## src/rtl/ext_loader_pkg.sv

```systemverilog
// Shared definitions for the external-memory loader: FSM state encoding and
// the phase-skipping helper used on every phase exit.
package ext_loader_pkg;

    typedef enum logic [1:0] {StIdle, StLoad, StRun, StDump} ld_state_e;

    // First phase with non-zero length, or back to idle when none remain.
    function automatic ld_state_e skip_to(input logic load_nz, input logic run_nz,
                                          input logic dump_nz);
        if (load_nz) return StLoad;
        if (run_nz) return StRun;
        if (dump_nz) return StDump;
        return StIdle;
    endfunction

endpackage

```

## src/rtl/ext_rd_fifo.sv

```systemverilog
// Two-entry read-data FIFO; absorbs the one-cycle DMEM read latency while the
// dump stream is back-pressured.
module ext_rd_fifo #(
    parameter int unsigned DATA_W = 32
) (
    input  logic              clk,
    input  logic              arst,
    input  logic              push,
    input  logic              pop,
    input  logic [DATA_W-1:0] wdata,
    output logic [DATA_W-1:0] rdata,
    output logic [1:0]        count,
    output logic              empty
);

    logic [DATA_W-1:0] mem_q [2];
    logic              wr_ptr_q;
    logic              rd_ptr_q;
    logic [1:0]        count_q;

    always_ff @(posedge clk or posedge arst) begin
        if (arst) begin
            mem_q[0] <= '0;
            mem_q[1] <= '0;
            wr_ptr_q <= 1'b0;
            rd_ptr_q <= 1'b0;
            count_q  <= 2'd0;
        end else begin
            if (push) begin
                mem_q[wr_ptr_q] <= wdata;
                wr_ptr_q        <= ~wr_ptr_q;
            end
            if (pop) begin
                rd_ptr_q <= ~rd_ptr_q;
            end
            count_q <= count_q + 2'(push) - 2'(pop);
        end
    end

    always_comb begin
        rdata = mem_q[rd_ptr_q];
        count = count_q;
        empty = (count_q == 2'd0);
    end

endmodule

```

## src/rtl/ext_mem_loader.sv

```systemverilog
// Host-side initiator: writes a program into IMEM, runs the CPU for a fixed
// number of cycles, then streams a window of DMEM back out.
module ext_mem_loader
    import ext_loader_pkg::*;
#(
    parameter int unsigned DATA_W    = 32,
    parameter int unsigned CNT_W     = 10,
    parameter int unsigned RUN_W     = 16,
    parameter int unsigned ADDR_STEP = 4
) (
    input  logic              clk,
    input  logic              arst,
    input  logic              start,
    input  logic [CNT_W-1:0]  load_len,
    input  logic [RUN_W-1:0]  run_cycles,
    input  logic [31:0]       dump_base,
    input  logic [CNT_W-1:0]  dump_len,
    input  logic              s_valid,
    output logic              s_ready,
    input  logic [DATA_W-1:0] s_data,
    output logic              m_valid,
    input  logic              m_ready,
    output logic [DATA_W-1:0] m_data,
    output logic              cpu_enable,
    output logic [31:0]       addr_ext,
    output logic              wen_ext,
    output logic              ren_ext,
    output logic [DATA_W-1:0] wdata_ext,
    output logic [31:0]       addr_ext_2,
    output logic              wen_ext_2,
    output logic              ren_ext_2,
    output logic [DATA_W-1:0] wdata_ext_2,
    input  logic [DATA_W-1:0] rdata_ext_2,
    output logic              busy,
    output logic              done
);

    ld_state_e         state_q;
    logic [CNT_W-1:0]  load_len_q, dump_len_q, idx_q, issue_cnt_q, pop_cnt_q;
    logic [RUN_W-1:0]  run_cycles_q, run_cnt_q;
    logic [31:0]       dump_base_q;
    logic              inflight_q, cpu_enable_q, done_q;

    logic [DATA_W-1:0] fifo_rdata;
    logic [1:0]        fifo_count, credit;
    logic              fifo_empty;
    logic              load_hs, last_load, last_run, issue, pop, last_pop, advance;
    ld_state_e         nxt;

    ext_rd_fifo #(.DATA_W(DATA_W)) u_fifo (
        .clk   (clk),
        .arst  (arst),
        .push  (inflight_q),
        .pop   (pop),
        .wdata (rdata_ext_2),
        .rdata (fifo_rdata),
        .count (fifo_count),
        .empty (fifo_empty)
    );

    always_comb begin
        s_ready   = (state_q == StLoad) && (idx_q < load_len_q);
        load_hs   = s_valid && s_ready;
        last_load = load_hs && (idx_q == load_len_q - CNT_W'(1));
        wen_ext   = load_hs;
        addr_ext  = load_hs ? 32'(idx_q) * 32'(ADDR_STEP) : '0;
        wdata_ext = load_hs ? s_data : '0;

        last_run  = (state_q == StRun) && (run_cnt_q == run_cycles_q - RUN_W'(1));

        m_valid   = !fifo_empty;
        m_data    = fifo_empty ? '0 : fifo_rdata;
        pop       = m_valid && m_ready;
        // A slot freed by this cycle's pop is reusable now, so 1 word/cycle sustains.
        credit     = fifo_count - 2'(pop) + 2'(inflight_q);
        issue      = (state_q == StDump) && (issue_cnt_q < dump_len_q) && (credit < 2'd2);
        ren_ext_2  = issue;
        addr_ext_2 = issue ? dump_base_q + 32'(issue_cnt_q) * 32'(ADDR_STEP) : '0;
        last_pop   = (state_q == StDump) && pop && (pop_cnt_q == dump_len_q - CNT_W'(1));

        ren_ext     = 1'b0;
        wen_ext_2   = 1'b0;
        wdata_ext_2 = '0;
        busy        = (state_q != StIdle);
        cpu_enable  = cpu_enable_q;
        done        = done_q;

        advance = 1'b0;
        nxt     = StIdle;
        unique case (state_q)
            StIdle: begin
                advance = start;
                nxt     = skip_to(load_len != '0, run_cycles != '0, dump_len != '0);
            end
            StLoad: begin
                advance = last_load;
                nxt     = skip_to(1'b0, run_cycles_q != '0, dump_len_q != '0);
            end
            StRun: begin
                advance = last_run;
                nxt     = skip_to(1'b0, 1'b0, dump_len_q != '0);
            end
            StDump: begin
                advance = last_pop;
                nxt     = StIdle;
            end
            default: ;
        endcase
    end

    always_ff @(posedge clk or posedge arst) begin
        if (arst) begin
            state_q      <= StIdle;
            load_len_q   <= '0;
            run_cycles_q <= '0;
            dump_base_q  <= '0;
            dump_len_q   <= '0;
            idx_q        <= '0;
            run_cnt_q    <= '0;
            issue_cnt_q  <= '0;
            pop_cnt_q    <= '0;
            inflight_q   <= 1'b0;
            cpu_enable_q <= 1'b0;
            done_q       <= 1'b0;
        end else begin
            done_q     <= 1'b0;
            inflight_q <= issue;
            if (load_hs) idx_q <= idx_q + CNT_W'(1);
            if (state_q == StRun) run_cnt_q <= run_cnt_q + RUN_W'(1);
            if (issue) issue_cnt_q <= issue_cnt_q + CNT_W'(1);
            if (pop) pop_cnt_q <= pop_cnt_q + CNT_W'(1);
            if (state_q == StIdle && start) begin
                load_len_q   <= load_len;
                run_cycles_q <= run_cycles;
                dump_base_q  <= dump_base;
                dump_len_q   <= dump_len;
                idx_q        <= '0;
                run_cnt_q    <= '0;
                issue_cnt_q  <= '0;
                pop_cnt_q    <= '0;
            end
            if (advance) begin
                state_q      <= nxt;
                cpu_enable_q <= (nxt == StRun);
                done_q       <= (nxt == StIdle);
            end
        end
    end

endmodule

```

## config.mk

```make
export PLATFORM = sky130hd
export DESIGN_NAME = ext_mem_loader
export DESIGN_NICKNAME = d
export VERILOG_FILES = /design/src/rtl/ext_loader_pkg.sv /design/src/rtl/ext_rd_fifo.sv /design/src/rtl/ext_mem_loader.sv
export SDC_FILE = /design/constraint.sdc
export NUM_CORES = 1
export LEC_CHECK = 0
export BUFFER_PORTS_ARGS = -buffer_cell sky130_fd_sc_hd__buf_2
export CORE_UTILIZATION = 54
export DETAILED_ROUTE_END_ITERATION = 6
export PLACE_DENSITY = 0.82
export REMOVE_ABC_BUFFERS = 1
export SKIP_LAST_GASP = 1
export SLEW_MARGIN = 15
export SYNTH_ARGS = -nofsm -noshare
export SYNTH_HDL_FRONTEND = slang
export SYNTH_SLANG_ARGS = --single-unit
```

## constraint.sdc

```tcl
create_clock -name clk -period 8.2 [get_ports clk]
set_input_delay 1.64 -clock clk [delete_from_list [all_inputs] [get_ports clk]]
set_output_delay 1.64 -clock clk [all_outputs]
set_load 0.02 [all_outputs]
```

# Word level (Yosys, flattened, before mapping)

Cells that the tools add are included.

Bits in writable memories: 0
Memory bits (read-only): 0
Word-level logic and storage cells: 119
Output and inout bits: 169
Memories kept: 0
Latch bits: 0
Register bits after elaboration: 187

Multipliers: 0
Reductions and logical operators: 25
Div/mod/pow operators: 0
Equal/unequal tests: 7
Mux-type cells: 48
Bitwise gates (word level): 4
Order comparisons: 6
$add $sub $neg: 12
Shift-type cells: 0

Operators with widths:

| cell                                                                  | count |
|---|---|
| 32-bit two-way mux                                                    | 7 |
| 64-bit bitwise mux                                                    | 1 |
| 10-bit two-way mux                                                    | 6 |
| 32-bit by 12-bit adder with 32-bit output                             | 1 |
| 32-bit demux with 1-bit select                                        | 1 |
| 16-bit two-way mux                                                    | 2 |
| 16-bit nonzero test                                                   | 2 |
| 10-bit by 1-bit adder with 10-bit output (second input constant)      | 3 |
| 10-bit nonzero test                                                   | 3 |
| 2-bit two-way mux                                                     | 12 |
| 10-bit equality test                                                  | 2 |
| 10-bit < comparator                                                   | 2 |
| 10-bit by 1-bit subtractor with 10-bit output (second input constant) | 2 |
| 16-bit by 1-bit adder with 16-bit output (second input constant)      | 1 |
| 16-bit equality test                                                  | 1 |
| 1-bit two-way mux                                                     | 16 |
| 16-bit by 1-bit subtractor with 16-bit output (second input constant) | 1 |
| 12-bit two-way mux                                                    | 1 |
| 1-bit logical AND                                                     | 11 |
| 2-bit nonzero test                                                    | 5 |
| 2-bit case mux with 4 select lines                                    | 1 |
| 2-bit equality test (second input constant)                           | 3 |
| 2-bit logical NOT                                                     | 3 |
| 2-bit by 1-bit adder with 2-bit output                                | 2 |
| 9 further kinds                                                       | 13 |

# Longest topological paths before layout

Word-level depth: 14
Mapped depth: 14
Mapped depth without buffers: 14

# Cells and area by module

Synthesis repeated with hierarchy kept, for this count alone.

Cells, all modules: 1229
Area total of the unflattened synthesis: 11494.8 um^2

Modules (own cells, without submodules):

| module         | sequential area each (um^2) | area an instance (um^2) | times used | cells each |
|---|---|---|---|---|
| ext_mem_loader | 2977.9                      | 8513.2                  | 1          | 1042 |
| ext_rd_fifo    | 1701.6                      | 2981.6                  | 1          | 187 |

# Worst setup path before layout

Ideal clock, no wire load.

Path type: input -> output
Start point: input port m_ready
End point: output port addr_ext_2[21]
Required time: 6560 ps
Path slack: 2250 ps
Stages: 12
Arrival time: 4310 ps
Path through: nand2_1 -> clkinv_1 -> ha_1 -> inv_1 -> ha_1 -> xnor2_1 -> xnor2_1 -> a2111oi_2 -> nand2_1 -> clkbuf_1 -> buf_1 -> nor2_1

Longest elaborated chain between the ends: 6

Ends and longest elaborated chain:

| item                                        | RTL line             | RTL |
|---|---|---|
| start: declaration                          | ext_mem_loader.sv:22 | `input logic m_ready,` |
| 1-bit logical AND                           | ext_mem_loader.sv:73 | `pop = m_valid && m_ready;` |
| named net pop                               | ext_mem_loader.sv:47 | `logic load_hs, last_load, last_run, issue, pop, last_pop, advance;` |
| 2-bit by 1-bit subtractor with 2-bit output | ext_mem_loader.sv:75 | `credit = fifo_count - 2'(pop) + 2'(inflight_q);` |
| 2-bit by 1-bit adder with 2-bit output      | ext_mem_loader.sv:75 |  |
| named net credit[1]                         | ext_mem_loader.sv:45 | `logic [1:0] fifo_count, credit;` |
| 2-bit < comparator                          | ext_mem_loader.sv:76 | `issue = (state_q == StDump) && (issue_cnt_q < dump_len_q) && (credit < 2'd2);` |
| 1-bit logical AND                           | ext_mem_loader.sv:76 |  |
| 32-bit two-way mux                          | ext_mem_loader.sv:78 | `addr_ext_2 = issue ? dump_base_q + 32'(issue_cnt_q) * 32'(ADDR_STEP) : '0;` |
| end: declaration                            | ext_mem_loader.sv:29 | `output logic [31:0] addr_ext_2,` |

The timed path passes the listed nets, and every way through them passes these cells.

# Worst setup path after layout

Start point: input port m_ready
End point: output port ren_ext_2

Longest elaborated chain between the ends: 5

Ends and longest elaborated chain:

| item                                        | RTL line             | RTL |
|---|---|---|
| 1-bit logical AND                           | ext_mem_loader.sv:73 |  |
| named net pop                               | ext_mem_loader.sv:47 |  |
| 2-bit by 1-bit subtractor with 2-bit output | ext_mem_loader.sv:75 |  |
| 2-bit by 1-bit adder with 2-bit output      | ext_mem_loader.sv:75 |  |
| named net credit[1]                         | ext_mem_loader.sv:45 |  |
| 2-bit < comparator                          | ext_mem_loader.sv:76 |  |
| 1-bit logical AND                           | ext_mem_loader.sv:76 |  |
| end: declaration                            | ext_mem_loader.sv:31 | `output logic ren_ext_2,` |

The timed path passes the listed nets, and every way through them passes these cells.

==> flow_summary.yaml <==
routing:
  drc: 0
  ant_nets: 0
  routed_via_density: 5.37
  drt-initial-drc-count: 505
  finalWirelength_um: 26300
  via_count: 9247
  drt_pass1_iterations: 5
  wl_per_cell_um: 15.3
global_routing:
  grt_pass1_vias: 8618
  grt_usage_pct: 24.7
  grt_first_pass_wirelength_um: 42600
  gr-total-overflow: 0
  grt_max_degree: 113
  antenna_found_initial: 3
cts:
  cts_buffer_depth: 2
  clockRootBuffer: "clkbuf_16"
  post_cts_buffers: 0
  cts.sinks: 187
  cts_tree: "yes"
  hold_buffers: 0
  cts-htree-levels: 4
  path_clk_slew_ns: 0.07
  clk_latency_ns: 0.43
  post_cts_resized: 0
  cts_made_buffers: 17
placed_design:
  dp_hpwl_um: 18900
  dp.cells: 1691
  dp_slack_ns: 1.84
  place_congestion: 0.844
  port_buffers: 249
  placed_cell_area_mm2: 0.0125
setup_path:
  critPathMaxStageDelay_ns: 0.87
  worstPathMaxFanout: 33
  critPathRequiredTime_ns: 6.56
  reg2reg_from: "u_fifo.count[0]"
  cp_cell_sequence: "buf_2, nand2_1, clkinv_1, ha_1, inv_1, ha_1, xnor2_1, xnor2_1, a2111oi_2, nand2_1, buf_4, inv_1, buf_2"
  reg2reg_to: "issue_cnt_q[5]"
  r2r_cells: 15
  critical_path_class: "in -> out"
  crit_path_start_kind: "input pin"
  crit_path_end_kind: "primary output"
  timing.reg2reg.setup_slack_ns: 3.90
  crit_path_top_delay_cell: "a2111oi_2"
  critPathArrivalTime_ns: 4.72
floorplan:
  rows: 52
  fp.dieW_um: 147
  chipHeight_um: 147
  start_util_pct: 55.5
  dieArea_mm2: 0.0215
  ios: 306
  coreArea_mm2: 0.0204
layout:
  final_common_cell: "buf_2"
  final_cell_count_no_fill: 1723
  fin_area_mm2: 0.0131
  layout_common_cells: "249 x buf_2, 204 x nand2_1, 186 x dfrtp_1, 108 x nor2_1, 64 x mux2_2"
  drive_gt1_share_pct: 25.6
  nNetsFinal: 1617
  area_growth_pct: 16.2
sta:
  rsz0062_at_grt: "false"
  finalHoldViolCount: 0
  report.final.slew_viol_count: 0
  finalCritPeriodShare_pct: 77.6
  fmax_mhz: 157
  min_period_ns: 6.36
  setup_ws_ns: 1.84
  tns_ns: 0
  tightest_slew_ns: 1.08
  holdWs_ns: 0.472
  slew_headroom_pct: 28.3
  skew_ns: 0.00804
  setup_viol: 0
worst_hold_path:
  hp-start: "dump_base_q[1]"
  hp-class: "reg -> reg"
  min_path_cells: 2
  holdPathEnd: "dump_base_q[1]"
logic_synthesis:
  ys_ff_latch: 187
  synth_edf_count: 0
  synth_ff_type: "dfrtp_1"
  synthCells: 1221
  synth_async_sr_flop_share_pct: 100
  synth_area_mm2: 0.0113
  yosys_warnings: 0
  syn_area_per_cell_um2: 9.25
  ys_types: 71
  seq_area_frac_synth_pct: 41.4
pwr:
  p_leak_nw: 6.81
  p_per_area_mw_per_mm2: 187
  ir_drop_uv: 138
job:
  drv_cap: 0
status:
  status: "complete, no violations"
area by class of cell:
| type | count | area, µm² |
|---|---|---|
| Clock inverter | 13 | 160 |
| Fill cell | 1664 | 7230 |
| Tap cell | 270 | 338 |
| Inverter | 40 | 155 |
| Timing Repair Buffer | 256 | 1300 |
| Sequential cell | 187 | 4680 |
| Antenna cell | 1 | 2.50 |
| Multi-Input combinational cell | 938 | 6060 |
| Clock buffer | 18 | 439 |
synthesized netlist by cell type (3+ instances only):
cell,instances,share of area (%)
nand2b_1,5,0.28
clkbuf_1,45,1.5
nand4_1,28,1.6
o31ai_1,7,0.47
o211ai_1,7,0.47
a21o_1,8,0.53
nor3_1,8,0.35
inv_1,39,1.3
a21oi_1,16,0.71
o21a_1,3,0.20
a211oi_1,6,0.40
and4_1,10,0.78
mux2i_1,45,4.0
o21ai_0,49,2.2
ha_1,39,4.3
dfrtp_1,187,41
and2_1,48,2.7
nand3_1,33,1.5
buf_1,9,0.30
nor4_2,3,0.33
or3_1,4,0.22
and3_1,17,0.94
nand2_1,205,6.8
nor4b_1,3,0.23
a31oi_1,3,0.17
or4_1,4,0.27
xnor2_1,40,3.1
nor2b_1,6,0.33
nor4_1,13,0.72
buf_4,56,3.7
o2111ai_1,4,0.31
mux2_2,64,6.4
xor2_1,54,4.2
nor2_1,109,3.6
metal layers:
metal	global-route usage, %	routed length, µm
met1	32.3	11500
met2	40.9	12700
met3	4.91	1610
met5	0	16
met4	7.81	528
worst max-delay path by stage:
stage,cells after the start,startpoint,end
2_1_floorplan,1,arst,cpu_enable
3_3_place_gp,13,m_ready,ren_ext_2
3_5_place_dp,13,m_ready,ren_ext_2
4_1_cts,13,m_ready,ren_ext_2
5_1_grt,13,m_ready,ren_ext_2
6_report,13,m_ready,ren_ext_2
where the power goes:
| group | internal, mW | leakage (nW) | switching, mW |
|---|---|---|---|
| Sequential | 0.968 | 2.31 | 0.113 |
| Combinational | 0.222 | 4.22 | 0.319 |
| Clock | 0.440 | 0.285 | 0.390 |
| Total | 1.63 | 6.81 | 0.822 |
logic make-up (layout without fill, tap and decap cells):
family,after synthesis,count (layout),synth area share (%)
AO/OA/AOI/OAI,129,129,7.71
XOR/XNOR,95,95,7.49
adder cells (fa/ha/maj),40,40,4.50
buffers and inverters,151,327,6.89
flip-flops,187,187,41.4
multiplexers,109,109,10.4
other,1,57,0.0332
AND/OR/NAND/NOR,509,509,21.6
through the flow:
step | total power [mW] | utilization [%]
floorplan | 1.44 | -
global placement | 1.63 | 61.5
detailed placement | 1.64 | 61.5
CTS | 2.47 | 64.5
global route | 2.57 | 64.5
finish | 2.45 | 64.5
registers in the layout (all words and copies together) (netlist names), 2 cells and up:
register,cells
dump_len_q,10
pop_cnt_q,10
run_cycles_q,16
idx_q,10
state_q,2
u_fifo.mem_q,64
dump_base_q,32
issue_cnt_q,10
u_fifo.count,2
run_cnt_q,16
load_len_q,10
worst max-delay path, delay by kind of cell:
kind	cells	cell delay, ns
buffers and inverters	6	1.09
AOI/OAI and AO/OA	1	0.87
adders and majority gates	2	0.52
and+or+nand+nor	2	0.29
xor gates and xnor gates	2	0.29
Note: power is estimated with default switching activity, not from simulation.
